**config.mk**
```make
export PLATFORM = sky130hd
export DESIGN_NAME = bitstream_packer
export DESIGN_NICKNAME = d
export VERILOG_FILES = /design/src/rtl/bitstream_pkg.sv /design/src/rtl/bitstream_packer_codeword_aligner.sv /design/src/rtl/bitstream_packer.sv
export SDC_FILE = /design/constraint.sdc
export NUM_CORES = 1
export LEC_CHECK = 0
export CAP_MARGIN = 20
export CORE_MARGIN = 3
export CORE_UTILIZATION = 55
export DETAILED_ROUTE_END_ITERATION = 6
export PLACE_DENSITY = 0.81
export SLEW_MARGIN = 20
export SYNTH_ARGS = -nofsm -noshare
export SYNTH_HDL_FRONTEND = slang
export SYNTH_SLANG_ARGS = --single-unit
```
**constraint.sdc**
```tcl
create_clock -name clk -period 9.1 [get_ports clk]
set_clock_uncertainty 0.05 [all_clocks]
set_input_delay 1.82 -clock clk [delete_from_list [all_inputs] [get_ports clk]]
set_output_delay 1.82 -clock clk [all_outputs]
set_load 0.01 [all_outputs]
```
**src/rtl/bitstream_pkg.sv**
```systemverilog
// Shared types and helpers for the bitstream packer slice.
// Latency: n/a (types, constants and pure functions only).
// Backpressure: n/a.
package bitstream_pkg;

    // Packer mode: normal packing or draining a flush.
    typedef enum logic {
        ST_RUN   = 1'b0,
        ST_FLUSH = 1'b1
    } pk_state_e;

    localparam int DEFAULT_MAX_CODE_BITS = 32;
    localparam int MAX_OUT_BYTES         = 64;

    // Width of a codeword-length field able to hold 0..max_code_bits.
    function automatic int size_width(input int max_code_bits);
        return $clog2(max_code_bits + 1);
    endfunction

    // Byte-enable mask for a partial word holding `fill` bits, MSB byte first.
    // The result is right-aligned in MAX_OUT_BYTES bits; callers truncate it to
    // their own OUT_BYTES.
    function automatic logic [MAX_OUT_BYTES-1:0] byte_en_from_fill(input int fill,
                                                                   input int out_bytes);
        logic [MAX_OUT_BYTES-1:0] m;
        int                       nbytes;
        m      = '0;
        nbytes = (fill + 7) / 8;
        for (int i = 0; i < MAX_OUT_BYTES; i++) begin
            if (i < out_bytes && i >= out_bytes - nbytes) begin
                m[i] = 1'b1;
            end
        end
        return m;
    endfunction

endpackage

```
**src/rtl/bitstream_packer_codeword_aligner.sv**
```systemverilog
// Masks a right-aligned codeword to its length and moves it to the accumulator insert slot.
// Latency: purely combinational.
// Backpressure: none; the caller decides whether the result is used.
module codeword_aligner
    import bitstream_pkg::*;
#(
    parameter int MAX_CODE_BITS = DEFAULT_MAX_CODE_BITS,
    parameter int ACC_BITS      = 64,
    parameter int SW            = 6,
    parameter int FW            = 7
) (
    input  logic [MAX_CODE_BITS-1:0] code_val,
    input  logic [SW-1:0]            code_size,
    input  logic [FW-1:0]            ins_fill,
    output logic [SW-1:0]            eff_size,
    output logic [ACC_BITS-1:0]      ins_bits
);

    logic [MAX_CODE_BITS-1:0] masked;
    int                       shift;

    // Saturate the length, drop bits above it, and place the code just below the fill point.
    always_comb begin
        eff_size = (code_size > SW'(MAX_CODE_BITS)) ? SW'(MAX_CODE_BITS) : code_size;
        masked   = '0;
        for (int i = 0; i < MAX_CODE_BITS; i++) begin
            masked[i] = code_val[i] & (i < int'(eff_size));
        end
        shift = ACC_BITS - int'(ins_fill) - int'(eff_size);
        if (shift < 0 || shift >= ACC_BITS) begin
            ins_bits = '0;
        end else begin
            ins_bits = {{(ACC_BITS-MAX_CODE_BITS){1'b0}}, masked} << shift;
        end
    end

endmodule

```
**src/rtl/bitstream_packer.sv**
```systemverilog
// Packs variable-length codewords MSB-first into OUT_BYTES-wide words; optional flush pads to a byte boundary.
// Latency: a codeword completing a word shows out_valid the next cycle; outputs come from registers only.
// Backpressure: in_ready drops while a full word waits or a flush drains; outputs hold while !out_ready. Optional BITSTREAM_PACKER_BIT_COUNT_EN adds total_bits.
module bitstream_packer
    import bitstream_pkg::*;
#(
    parameter int OUT_BYTES     = 4,
    parameter int MAX_CODE_BITS = DEFAULT_MAX_CODE_BITS
) (
    input  logic                               clk,
    input  logic                               reset_n,
    input  logic                               in_valid,
    output logic                               in_ready,
    input  logic [MAX_CODE_BITS-1:0]           in_val,
    input  logic [$clog2(MAX_CODE_BITS+1)-1:0] in_size,
    input  logic                               in_flush,
    output logic                               out_valid,
    input  logic                               out_ready,
    output logic [OUT_BYTES*8-1:0]             out_data,
    output logic [OUT_BYTES-1:0]               out_byte_en,
    output logic                               out_last,
    output logic                               flush_done
`ifdef BITSTREAM_PACKER_BIT_COUNT_EN
    ,
    output logic [31:0]                        total_bits
`endif
);

    localparam int W  = OUT_BYTES * 8;
    localparam int A  = W + MAX_CODE_BITS;
    localparam int SW = size_width(MAX_CODE_BITS);
    localparam int FW = $clog2(A + 1);

    pk_state_e      st_q, st_d;
    logic [A-1:0]   acc_q, acc_d, acc_pop, ins_bits;
    logic [FW-1:0]  fill_q, fill_d, fill_pop;
    logic [SW-1:0]  eff_size;
    logic           flush_done_q, flush_done_d;
    logic           push, pop;
`ifdef BITSTREAM_PACKER_BIT_COUNT_EN
    logic [31:0]    total_bits_q, total_bits_d;
`endif

    // The aligner works against the post-pop fill so a same-cycle push and pop compose.
    codeword_aligner #(
        .MAX_CODE_BITS (MAX_CODE_BITS),
        .ACC_BITS      (A),
        .SW            (SW),
        .FW            (FW)
    ) u_aligner (
        .code_val  (in_val),
        .code_size (in_size),
        .ins_fill  (fill_pop),
        .eff_size  (eff_size),
        .ins_bits  (ins_bits)
    );

    // State register: accumulator, fill, mode and the flush-done pulse.
    always_ff @(posedge clk) begin
        if (!reset_n) begin
            st_q         <= ST_RUN;
            acc_q        <= '0;
            fill_q       <= '0;
            flush_done_q <= 1'b0;
`ifdef BITSTREAM_PACKER_BIT_COUNT_EN
            total_bits_q <= '0;
`endif
        end else begin
            st_q         <= st_d;
            acc_q        <= acc_d;
            fill_q       <= fill_d;
            flush_done_q <= flush_done_d;
`ifdef BITSTREAM_PACKER_BIT_COUNT_EN
            total_bits_q <= total_bits_d;
`endif
        end
    end

    // Next state: pop shift first, then insert the codeword, then flush sequencing.
    always_comb begin
        push     = in_valid && in_ready;
        pop      = out_valid && out_ready;
        acc_pop  = pop ? (acc_q << W) : acc_q;
        fill_pop = pop ? (fill_q - FW'(W)) : fill_q;

        acc_d        = acc_pop;
        fill_d       = fill_pop;
        st_d         = st_q;
        flush_done_d = 1'b0;
`ifdef BITSTREAM_PACKER_BIT_COUNT_EN
        total_bits_d = total_bits_q;
`endif

        if (push) begin
            acc_d  = acc_pop | ins_bits;
            fill_d = fill_pop + FW'(eff_size);
`ifdef BITSTREAM_PACKER_BIT_COUNT_EN
            total_bits_d = total_bits_q + 32'(eff_size);
`endif
        end

        case (st_q)
            ST_RUN: begin
                // An empty flush has nothing to drain and completes immediately.
                if (push && in_flush) begin
                    if (fill_d == '0) begin
                        flush_done_d = 1'b1;
                    end else begin
                        st_d = ST_FLUSH;
                    end
                end
            end
            ST_FLUSH: begin
                if (pop && out_last) begin
                    st_d         = ST_RUN;
                    acc_d        = '0;
                    fill_d       = '0;
                    flush_done_d = 1'b1;
                end
            end
            default: st_d = ST_RUN;
        endcase
    end

    // Outputs decoded from registered state only; padding bits below fill are already zero.
    always_comb begin
        in_ready    = (st_q == ST_RUN) && (fill_q < FW'(W));
        out_valid   = (st_q == ST_RUN) ? (fill_q >= FW'(W)) : (fill_q != '0);
        out_last    = (st_q == ST_FLUSH) && (fill_q != '0) && (fill_q <= FW'(W));
        out_byte_en = '1;
        if (st_q == ST_FLUSH && fill_q < FW'(W)) begin
            out_byte_en = OUT_BYTES'(byte_en_from_fill(int'(fill_q), OUT_BYTES));
        end
        out_data    = acc_q[A-1 -: W];
        flush_done  = flush_done_q;
`ifdef BITSTREAM_PACKER_BIT_COUNT_EN
        total_bits  = total_bits_q;
`endif
    end

endmodule

```
==> summary.md, run 1 <==
| Metric | Value |
|---|---|
| Largest net degree at the start of global routing | `59` |
| DRC violations left | `0` |
| H-tree Lvls | `3` |
| TNS Setup | `0 ns` |
| Critical path arrival | `7.74 ns` |
| RSZ-0062 raised after global routing | `false` |
| Setup CP Type | `primary input to flop` |
| Slew of the pin with the lowest slew margin | `1.020 ns` |
| Synth unique cells | `91` |
| Synth area leaders | `dfxtp_1 (19%), nand2_1 (6.9%), ha_1 (5.5%), a21oi_1 (4.6%), mux4_2 (4.4%)` |
| Clock buffer depth | `2` |
| Cts bufs inserted | `9` |
| Core area | `0.01345 mm²` |
| Top-area cell type share of the netlist area | `18.99%` |
| Sequential cell area fraction in the yosys report | `18.99%` |
| Synth warnings | `0` |
| Die X | `124.3 µm` |
| Max-cap violations | `0` |
| Post-CTS Setup Bufs | `0` |
| Placed instance area | `0.008259 mm²` |
| Antenna cells | `0` |
| Relative slew margins | `32.00%` |
| Hold buffer count at cts | `0` |
| # fillers | `1215` |
| CP max FO | `31` |
| I/O pin cnt | `83` |
| Clk_lat worst skew | `0.35 ns` |
| Register bit count reported by yosys | `73` |
| Worst vdd ir | `0.0003254 V` |
| Util after Layout | `63.63%` |
| CTS resizes | `0` |
| Comb pwr share | `79.0%` |
| Initial antenna violation count | `0` |
| Switching power | `1.906 mW` |
| Worst hold slack | `0.3852 ns` |
| Starting DRT DRC Count | `951` |
| Via density | `6.680` |
| Sw Ratio | `56.05%` |
| Yosys top cell by area | `dfxtp_1` |
| Global Route Usage Sum | `30.51%` |
| Mapped cell area | `0.007694 mm²` |
| Sequential fraction of design power | `10.5%` |
| CTS root buffer | `clkbuf_16` |
| Nets@finish | `1101` |
| Slew Viols, Final | `0` |
| Syn Area/Cell | `7.513 µm²` |
| Die height | `124.3 µm` |
| GRT overflow | `0` |
| Non-Filler Instances | `1202` |
| Fin. Hold Viols | `0` |
| R2r setup slk | `2.99 ns` |
| Most frequent cell after synthesis | `nand2_1` |
| Share of cells above drive strength 1 | `9.844%` |
| Setup ws final | `1.598 ns` |
| Clock-pin transition on the worst setup and hold timing paths | `0.06 ns` |
| Design Area, Final | `0.008559 mm²` |
| Syn-to-layout area delta | `11.25%` |
| First-pass DRT Iterations | `5` |
| Number of flops mapped to enable cells by yosys | `0` |
| Total Die Area | `0.01544 mm²` |
| Status | `complete, no violations` |
| Placed cells | `1186` |
| Startpoint Class | `primary input` |
| Initial core utilization | `57.19%` |
| Total length of routed wires | `24.31 mm` |
| Clock share of power | `10.5%` |
| CP endpoint kind | `flop` |
| Pint | `1.494 mW` |
| Port Buf Inserts | `82` |
| Critical path cell sequence | `clkdlybuf4s50_1 > buf_4 > clkinv_1 > nand2_1 > ha_1 > o21a_1 > o31a_1 > o221ai_1 > nand4_1 > or2_2 > ha_1 > nor4bb_1 > and4b_1 > nand3_1 > and3b_1 > nand4_1 > nor2_1 > a22oi_1 > a21oi_1` |
| Setup Slack @ Placement | `1.389 ns` |
| CTS tree | `built` |
| Clock Sink Count | `73` |
| First-pass GRT wire length | `38.90 mm` |
| Routability cong. | `1.001` |
| HP Class | `flop to flop` |
| Final count of negative-setup-slack endpoints | `0` |
| Syn Inst Count | `1024` |
| Worst path slowest cell | `nor2_1` |
| Leakage | `3.152 nW` |
| Register Area | `0.001461 mm²` |
| Area of the multi-input gates | `0.005543 mm²` |
| Number of cell rows | `42` |
| DP HPWL | `18.00 mm` |
| Routed WL per cell | `20.22 µm` |
| Routed Antenna Nets | `0` |
| FFs w/ async S/R, synth | `0%` |
| CP max stage delay | `0.92 ns` |
| Pwr Total | `3.400 mW` |
| Power Density | `397.2 mW/mm²` |
| Required time worst endpoint | `9.33 ns` |
| Commonest cells post-synth | `nand2_1 (142), nor2_1 (84), dfxtp_1 (73)` |
| Synth Net Count | `1103` |
| Number of global-route vias before repair | `7374` |
| Ys flop type | `dfxtp_1` |
| Tcrit/Tclk final | `82.44%` |
| Fmax achieved | `133.3 MHz` |
| Vias | `8029` |
| Fin crit period | `7.502 ns` |
worst paths after layout:
path                            startpoint   endpoint  depth (start not counted)
worst max-delay path            in_size[5]  acc_q[22]                         19
worst min-delay path             acc_q[18]  acc_q[18]                          2
worst max register to register   fill_q[0]  acc_q[22]                         20
worst min register to register   acc_q[18]  acc_q[18]                          2
placed cells by master (no fill, tap or decap), types with 5 or more instances in the layout:
cell | netlist | final
a211o_1 | 6 | 6
a211oi_1 | 7 | 7
a21boi_0 | 5 | 5
a21o_1 | 8 | 8
a21oi_1 | 70 | 67
a221oi_1 | 5 | 5
a22o_1 | 7 | 7
a22oi_1 | 26 | 26
a31oi_1 | 22 | 22
a41oi_1 | 5 | 5
and3_1 | 8 | 8
buf_4 | 43 | 15
clkbuf_16 | 0 | 9
clkdlybuf4s50_1 | 0 | 82
dfxtp_1 | 73 | 73
ha_1 | 34 | 34
inv_1 | 26 | 26
mux2_2 | 16 | 16
mux2i_1 | 33 | 33
mux4_2 | 15 | 15
nand2_1 | 142 | 141
nand2b_1 | 6 | 6
nand3_1 | 31 | 31
nand4_1 | 12 | 12
nor2_1 | 84 | 83
nor2b_1 | 13 | 13
nor3_1 | 18 | 18
nor3b_1 | 5 | 5
o211ai_1 | 14 | 14
o21a_1 | 6 | 6
o21ai_0 | 61 | 60
o21ai_1 | 4 | 5
o22ai_1 | 16 | 16
o31a_1 | 6 | 6
o31ai_1 | 10 | 10
o32ai_1 | 5 | 5
or2_2 | 9 | 9
xnor2_1 | 12 | 11
sequential cells by signal, indices dropped and copies added, names as in the netlist:
signal	flops
acc_q	64
fill_q	7
st_q	1
flush_done	1
routing by layer:
metal  part of all wire [%]  routed length, µm  GRT usage (%)
met1                     42              10220          42.73
met2                     43              10390          45.36
met3                     11               2660          6.046
met4                    4.3               1045          13.73
met5                      0                  0              0
power groups by stage:
| stage | Sequential [mW] | Clock (mW) | Combinational [mW] |
|---|---|---|---|
| after floorplan | 0.349 | 0 | 1.95 |
| after global routing | 0.359 | 0.370 | 2.90 |
| final | 0.357 | 0.357 | 2.69 |
| after global placement | 0.362 | 0 | 2.56 |
| after CTS | 0.356 | 0.357 | 2.59 |
| after detailed placement | 0.363 | 0 | 2.58 |
cells by family (layout without fill, tap and decap cells):
| kind of cell | after synthesis | count (layout) | synth area share (%) |
|---|---|---|---|
| AO/OA/AOI/OAI | 326 | 326 | 28.87 |
| XOR/XNOR | 15 | 15 | 1.805 |
| adder cells (fa/ha/maj) | 36 | 36 | 6.050 |
| buffers and inverters | 139 | 141 | 9.416 |
| flip-flops | 73 | 73 | 18.99 |
| multiplexers | 65 | 65 | 11.22 |
| AND/OR/NAND/NOR | 370 | 370 | 23.65 |
critical path, delay by kind of cell:
family / cells / cell delay [ns]
AOI/OAI and AO/OA: 5 / 1.02
adders and majority gates: 2 / 0.63
buffers and inverters: 3 / 1.11
and+or+nand+nor: 9 / 3.13
cell type report:
class                   count  share of cell area [%]
multi-input cells         812                   64.76
flip-flops and latches     73                   17.07
repair buffers             98                   11.04
clock buffers              10                   2.675
well taps                 176                   2.573
inverters                  28                   1.228
clock inverters             5                  0.6578
Note: power is estimated with default switching activity, not from simulation.
==> run 2: changes to the inputs <==
--- a/config.mk
+++ b/config.mk
@@ -7,9 +7,9 @@
 export LEC_CHECK = 0
 export CAP_MARGIN = 20
 export CORE_MARGIN = 3
-export CORE_UTILIZATION = 55
+export CORE_UTILIZATION = 53
 export DETAILED_ROUTE_END_ITERATION = 6
-export PLACE_DENSITY = 0.81
+export PLACE_DENSITY = 0.82
 export SLEW_MARGIN = 20
 export SYNTH_ARGS = -nofsm -noshare
 export SYNTH_HDL_FRONTEND = slang
==> constraint.sdc (replaced) <==
create_clock -name clk -period 6.45 [get_ports clk]
set_clock_uncertainty 0.05 [all_clocks]
set_input_delay 1.29 -clock clk [delete_from_list [all_inputs] [get_ports clk]]
set_output_delay 1.29 -clock clk [all_outputs]
set_load 0.01 [all_outputs]
==> run 2 against run 1 <==
Effect of this change: the run now ends with design-rule violations left; critical endpoint is now acc_q[53]; critical path depth shrank 1; largest cell class unchanged; design area grew 2.0%; largest power group unchanged; clock power grew 54%; critical path type unchanged; die area grew 3.6%.
==> summary.md, run 2 (synthesized netlist as in run 1, its figures left out) <==
| Metric | Value |
|---|---|
| DRC violations left | `2 (was 0)` |
| Slew Viols, Final | `0 (unchanged)` |
| Most frequent cells in the layout | `nand2_1 (141), nor2_1 (83), clkdlybuf4s50_1 (82) (unchanged)` |
| Routed Antenna Nets | `0 (unchanged)` |
| Fmax achieved | `167.2 MHz` |
| Power Density | `568.4 mW/mm² (was 397.2 mW/mm²)` |
| HP Class | `flop to flop (unchanged)` |
| Clock Sink Count | `73 (unchanged)` |
| Initial antenna violation count | `0 (unchanged)` |
| CP endpoint kind | `flop (unchanged)` |
| Global Route Usage Sum | `30.36% (was 30.51%)` |
| CP max FO | `24 (was 31)` |
| Top reg by flops | `acc_q (unchanged)` |
| Port Buf Inserts | `82 (unchanged)` |
| Setup CP Type | `primary input to flop (unchanged)` |
| Die height | `126.5 µm (was 124.3 µm)` |
| Vias | `8211 (was 8029)` |
| Critical path arrival | `6.19 ns (was 7.74 ns)` |
| I/O pin cnt | `83 (unchanged)` |
| GRT overflow | `0 (unchanged)` |
| Relative slew margins | `31.61% (was 32.00%)` |
| Cts bufs inserted | `9 (unchanged)` |
| Core area | `0.01404 mm² (was 0.01345 mm²)` |
| Setup Slack @ Placement | `0.07450 ns (was 1.389 ns)` |
| Largest registers | `acc_q x64, fill_q x7 (unchanged)` |
| CTS tree | `built (unchanged)` |
| First-pass GRT wire length | `39.72 mm (was 38.90 mm)` |
| Die X | `126.5 µm (was 124.3 µm)` |
| Fin. Hold Viols | `0 (unchanged)` |
| Number of cell rows | `43 (was 42)` |
| CTS root buffer | `clkbuf_16 (unchanged)` |
| Clock buffer depth | `2 (unchanged)` |
| Number of global-route vias before repair | `7450 (was 7374)` |
| H-tree Lvls | `3 (unchanged)` |
| Commonest non-fill, non-tap cell in the layout | `nand2_1 (unchanged)` |
| Tcrit/Tclk final | `92.73%` |
| Share of cells above drive strength 1 | `11.35% (was 9.844%)` |
| Total length of routed wires | `24.94 mm (was 24.31 mm)` |
| Required time worst endpoint | `6.66 ns (was 9.33 ns)` |
| Max-cap violations | `0 (unchanged)` |
| Slew of the pin with the lowest slew margin | `1.026 ns (was 1.020 ns)` |
| Worst hold slack | `0.3907 ns (was 0.3852 ns)` |
| TNS Setup | `0 ns (unchanged)` |
| Antenna cells | `0 (unchanged)` |
| Routed WL per cell | `20.44 µm (was 20.22 µm)` |
| Worst vdd ir | `0.0004201 V (was 0.0003254 V)` |
| Leakage | `3.248 nW (was 3.152 nW)` |
| Largest net degree at the start of global routing | `44 (was 59)` |
| Fin crit period | `5.981 ns` |
| Nets@finish | `1114 (was 1101)` |
| Total Die Area | `0.01600 mm² (was 0.01544 mm²)` |
| RSZ-0062 raised after global routing | `false (unchanged)` |
| DP HPWL | `18.80 mm (was 18.00 mm)` |
| Clk_lat worst skew | `0.34 ns (was 0.35 ns)` |
| Failing checks | `design-rule violations` |
| Startpoint Class | `primary input (unchanged)` |
| Starting DRT DRC Count | `1058 (was 951)` |
| Via density | `6.730 (was 6.680)` |
| Syn-to-layout area delta | `13.45% (was 11.25%)` |
| Routability cong. | `1.009 (was 1.001)` |
| Setup ws final | `0.4689 ns (was 1.598 ns)` |
| Final count of negative-setup-slack endpoints | `0 (unchanged)` |
| Initial core utilization | `54.79% (was 57.19%)` |
| Status | `finished, violations left (was complete, no violations)` |
| Max FFs per register | `64 (unchanged)` |
| Util after Layout | `62.16% (was 63.63%)` |
| Clock-pin transition on the worst setup and hold timing paths | `0.06 ns (about the same)` |
| First-pass DRT Iterations | `7 (was 5)` |
## run 2: per-stage QoR
stage	area [µm²]	total power, mW	cells
after floorplan	7694	3.243	1024
after detailed placement	8332	4.219	1199
after global routing	8728	5.265	1220
after global placement	8332	4.190	1199
final	8728	4.961	1220
after CTS	8651	4.787	1215
## run 2: cell type report
class,count,area [µm²]
fillers,1230,5314
multi-input cells,812,5567
repair buffers,111,1051
clock buffers,10,229.0
inverters,28,105.1
clock inverters,6,90.09
well taps,180,225.2
flip-flops and latches,73,1461
## run 2: path summary, 6_finish.rpt
kind | start | slack [ns] | cells after the start | end
setup / recovery | out_ready | 0.47 | 18 | acc_q[53]
hold / removal | acc_q[18] | 0.39 | 2 | acc_q[18]
setup reg to reg | fill_q[0] | 0.82 | 20 | acc_q[53]
hold reg to reg | acc_q[18] | 0.39 | 2 | acc_q[18]
## run 2: worst max-delay path, cell delays in order
cell,delay (ns)
clkdlybuf4s50_1,0.63
nand2_1,0.16
nand2_1,0.10
o21ai_0,0.17
xor2_1,0.20
ha_1,0.35
o221ai_1,0.12
nand4_1,0.24
or2_2,0.36
ha_1,0.27
nor4bb_1,0.29
and4b_1,0.27
nand3_1,0.18
and3b_1,0.30
nand2_2,0.31
nor3_2,0.46
nand2_1,0.22
o31ai_1,0.26
## run 2: where the power goes
part	internal [mW]	switching (mW)	leakage, nW
combinational	1.37	2.53	2.51
clock	0.340	0.210	0.153
sequential	0.470	0.0336	0.589
total	2.18	2.78	3.25
## run 2: repair_timing
| action | in CTS | in global routing |
|---|---|---|
| setup buffers | 0 | 5 |
| hold buffers | 0 | 0 |
| gates resized for setup | 0 | 4 |
| endpoints found under the setup margin | 0 | 23 |
## run 2: layer usage
| layer | vias to the layer above | part of all wire (%) | track usage, % |
|---|---|---|---|
| met5 | - | 0 | 0 |
| met4 | 0 | 3.2 | 11.17 |
| met3 | 82 | 10 | 4.589 |
| met2 | 504 | 44 | 47.23 |
| met1 | 3822 | 43 | 42.72 |
| li1 | 3803 | - | - |
==> run 3: changes to the inputs <==
--- a/config.mk
+++ b/config.mk
@@ -5,11 +5,12 @@
 export SDC_FILE = /design/constraint.sdc
 export NUM_CORES = 1
 export LEC_CHECK = 0
+export ABC_AREA = 1
 export CAP_MARGIN = 20
 export CORE_MARGIN = 3
-export CORE_UTILIZATION = 53
+export CORE_UTILIZATION = 40
 export DETAILED_ROUTE_END_ITERATION = 6
-export PLACE_DENSITY = 0.82
+export PLACE_DENSITY = 0.65
 export SLEW_MARGIN = 20
 export SYNTH_ARGS = -nofsm -noshare
 export SYNTH_HDL_FRONTEND = slang
==> run 3 against run 2 <==
Effect of this change: the flow now finishes without violations; synthesized cell count up 29%; setup slack worse by 0.043 ns; first-iteration DRC count down 9.5%; critical path type unchanged.
==> summary.md, run 3 <==
| Metric | Value |
|---|---|
| Reg-to-Reg End | `acc_q[48] (was acc_q[53])` |
| Critical path arrival | `6.23 ns (was 6.19 ns)` |
| Nets@finish | `1410 (was 1114)` |
| Clock buffer depth | `2 (unchanged)` |
| Fin crit period | `6.024 ns (was 5.981 ns)` |
| H-tree Lvls | `3 (unchanged)` |
| Commonest cells post-synth | `nand2_1 (530), a21oi_1 (105), nand3_1 (104) (was nand2_1 (142), nor2_1 (84), dfxtp_1 (73))` |
| Antenna cells | `0 (unchanged)` |
| I/O pin cnt | `83 (unchanged)` |
| Vias | `8442 (was 8211)` |
| Max-cap violations | `0 (unchanged)` |
| Routed WL per cell | `15.37 µm (was 20.44 µm)` |
| Most frequent cell after synthesis | `nand2_1 (unchanged)` |
| Port Buf Inserts | `82 (unchanged)` |
| Cts bufs inserted | `9 (unchanged)` |
| RSZ-0062 raised after global routing | `false (unchanged)` |
| Top delay family on crit path | `simple AND/OR/NAND/NOR gates (unchanged)` |
| Worst path slowest cell | `clkdlybuf4s50_1 (unchanged)` |
| XOR/XNOR Fraction of Synth Area | `1.366% (was 1.805%)` |
| Critical Path End | `acc_q[48] (was acc_q[53])` |
| Routability cong. | `0.9505 (was 1.009)` |
| Total Die Area | `0.02093 mm² (was 0.01600 mm²)` |
| Crit path depth | `25 (was 18)` |
| Reg2Reg Depth | `29 (was 20)` |
| CP endpoint kind | `flop (unchanged)` |
| Hold path depth | `2 (unchanged)` |
| Clk_lat worst skew | `0.34 ns (about the same)` |
| DRC violations left | `0 (was 2)` |
| CP Buf/Inv Count | `4 (was 1)` |
| Slew of the pin with the lowest slew margin | `1.032 ns (was 1.026 ns)` |
| Die height | `144.7 µm (was 126.5 µm)` |
| Number of flops mapped to enable cells by yosys | `0 (unchanged)` |
| Largest net degree at the start of global routing | `65 (was 44)` |
| Required time worst endpoint | `6.66 ns (about the same)` |
| Clock Sink Count | `73 (unchanged)` |
| Fmax achieved | `166.0 MHz (was 167.2 MHz)` |
| Reg-to-Reg Start | `fill_q[5] (was fill_q[0])` |
| CP max stage delay | `0.54 ns (was 0.63 ns)` |
| Slew Viols, Final | `0 (unchanged)` |
| Status | `complete, no violations (was finished, violations left)` |
| Clock-pin transition on the worst setup and hold timing paths | `0.06 ns (about the same)` |
| DP HPWL | `18.48 mm (was 18.80 mm)` |
| Global Route Usage Sum | `23.25% (was 30.36%)` |
| First-pass GRT wire length | `39.02 mm (was 39.72 mm)` |
| Ys flop type | `dfxtp_1 (unchanged)` |
| Top-area cell type share of the netlist area | `25.86% (was 18.99%)` |
| Main combinational cell family by area after synthesis | `simple AND/OR/NAND/NOR gates (was compound AO/OA/AOI/OAI gates)` |
| TNS Setup | `0 ns (unchanged)` |
| Commonest non-fill, non-tap cell in the layout | `nand2_1 (unchanged)` |
| Tcrit/Tclk final | `93.39% (was 92.73%)` |
| Syn Inst Count | `1320 (was 1024)` |
| Core area | `0.01877 mm² (was 0.01404 mm²)` |
| Max FFs per register | `64 (unchanged)` |
| Initial core utilization | `40.99% (was 54.79%)` |
| First-pass DRT Iterations | `5 (was 7)` |
| Starting DRT DRC Count | `958 (was 1058)` |
| Total length of routed wires | `24.14 mm (was 24.94 mm)` |
| Syn-to-layout area delta | `14.23% (was 13.45%)` |
| Synth area leaders | `nand2_1 (26%), dfxtp_1 (19%), a21oi_1 (6.8%), nand3_1 (6.8%), ha_1 (5.5%) (was dfxtp_1 (19%), nand2_1 (6.9%), ha_1 (5.5%), a21oi_1 (4.6%), mux4_2 (4.4%))` |
| Share of cells above drive strength 1 | `6.138% (was 11.35%)` |
| Syn Area/Cell | `5.828 µm² (was 7.513 µm²)` |
| Compound-gate portion of the synthesized area | `11.63% (was 28.87%)` |
| GRT overflow | `0 (unchanged)` |
| Most used cell, CP | `nand2_1 (unchanged)` |
| Final count of negative-setup-slack endpoints | `0 (unchanged)` |
| CP startpoint | `in_size[3] (was out_ready)` |
| Adder-Cell Fraction of Synth Area | `6.051% (was 6.050%)` |
| Routed Antenna Nets | `0 (unchanged)` |
| Largest registers | `acc_q x64, fill_q x7 (unchanged)` |
| Synth Area in Simple Gates | `46.23% (was 23.65%)` |
| Synth unique cells | `50 (was 91)` |
| Relative slew margins | `30.96% (was 31.61%)` |
| Top reg by flops | `acc_q (unchanged)` |
| CTS root buffer | `clkbuf_16 (unchanged)` |
| Startpoint Class | `primary input (unchanged)` |
| Initial antenna violation count | `0 (unchanged)` |
| R2r setup slk | `1.03 ns (was 0.82 ns)` |
| Synth warnings | `0 (unchanged)` |
| CP max FO | `6 (was 24)` |
| CTS tree | `built (unchanged)` |
| Number of cell rows | `50 (was 43)` |
| Synth Net Count | `1399 (was 1103)` |
| Number of global-route vias before repair | `7425 (was 7450)` |
| HP Class | `flop to flop (unchanged)` |
| Fin. Hold Viols | `0 (unchanged)` |
| Most frequent cells in the layout | `nand2_1 (529), nand3_1 (104), a21oi_1 (104) (was nand2_1 (141), nor2_1 (83), clkdlybuf4s50_1 (82))` |
| Hold buffer count at cts | `0 (unchanged)` |
| Post-synthesis mux area share | `4.229% (was 11.22%)` |
| Register bit count reported by yosys | `73 (unchanged)` |
| Via density | `5.377 (was 6.730)` |
| Yosys top cell by area | `nand2_1 (was dfxtp_1)` |
| Setup CP Type | `primary input to flop (unchanged)` |
| Die X | `144.7 µm (was 126.5 µm)` |
| FFs w/ async S/R, synth | `0% (unchanged)` |
| Mapped cell area | `0.007692 mm² (was 0.007694 mm²)` |
| Sequential cell area fraction in the yosys report | `19.00% (was 18.99%)` |
[run 3: cell families (layout without fill, tap and decap cells)]
logic type,count (synthesis),after routing
buffers and inverters,190,206
flip-flops,73,73
AO/OA/AOI/OAI,167,167
XOR/XNOR,12,12
adder cells (fa/ha/maj),36,36
AND/OR/NAND/NOR,810,810
multiplexers,32,32
[run 3: stage by stage]
step,hold WS [ns],area (µm²),cells,utilization [%],setup WS (ns)
CTS,0.4143,8767,1570,46.71,0.3674
global route,0.4323,8787,1570,46.82,0.01134
finish,0.4131,8787,1570,46.82,0.4262
detailed placement,0.4044,8439,1554,44.97,0.03883
global placement,0.4026,8439,1554,44.97,0.1345
floorplan,0.3947,7692,1320,-,1.254
[run 3: timing repair]
action	4_1_cts	5_1_grt
setup endpoints to repair	0	14
gates resized for setup	0	4
hold endpoints to repair	0	0
setup buffers	0	0
[run 3: routing by layer]
layer / GRT usage [%] / vias up / part of all wire (%)
li1: - / 4332 / -
met1: 35.04 / 3764 / 48
met3: 3.023 / 33 / 6.7
met4: 5.400 / 0 / 1.8
met5: 0 / - / 0
met2: 35.21 / 313 / 44
[run 3: area by class of cell]
| type | count | area [µm²] |
|---|---|---|
| Clock buffer | 9 | 225.2 |
| Clock inverter | 7 | 102.6 |
| Fill cell | 2028 | 9981 |
| Inverter | 88 | 330.3 |
| Multi-Input combinational cell | 1057 | 5391 |
| Sequential cell | 73 | 1461 |
| Tap cell | 234 | 292.8 |
| Timing Repair Buffer | 102 | 983.4 |
[run 3: worst register-to-register path: cells and delay by family, from the launching register on]
| family | cells | cell delay, ns |
|---|---|---|
| buffers and inverters | 4 | 0.45 |
| AND/OR/NAND/NOR | 16 | 2.49 |
| AO/OA/AOI/OAI | 6 | 0.97 |
| adder cells (fa/ha/maj) | 3 | 0.90 |
| flip-flops | 1 | 0.48 |
[run 3: worst min path at each step]
stage / to / slack, ns / startpoint
finish: acc_q[18] / 0.41 / acc_q[18]
global route: acc_q[25] / 0.43 / acc_q[25]
CTS: acc_q[27] / 0.41 / acc_q[27]
detailed placement: acc_q[27] / 0.40 / acc_q[27]
global placement: acc_q[18] / 0.40 / acc_q[18]
floorplan: acc_q[0] / 0.39 / acc_q[0]
Power of run 3 is not shown: default switching activity piles up to over one toggle a cycle in this logic, so the estimate is an artifact.
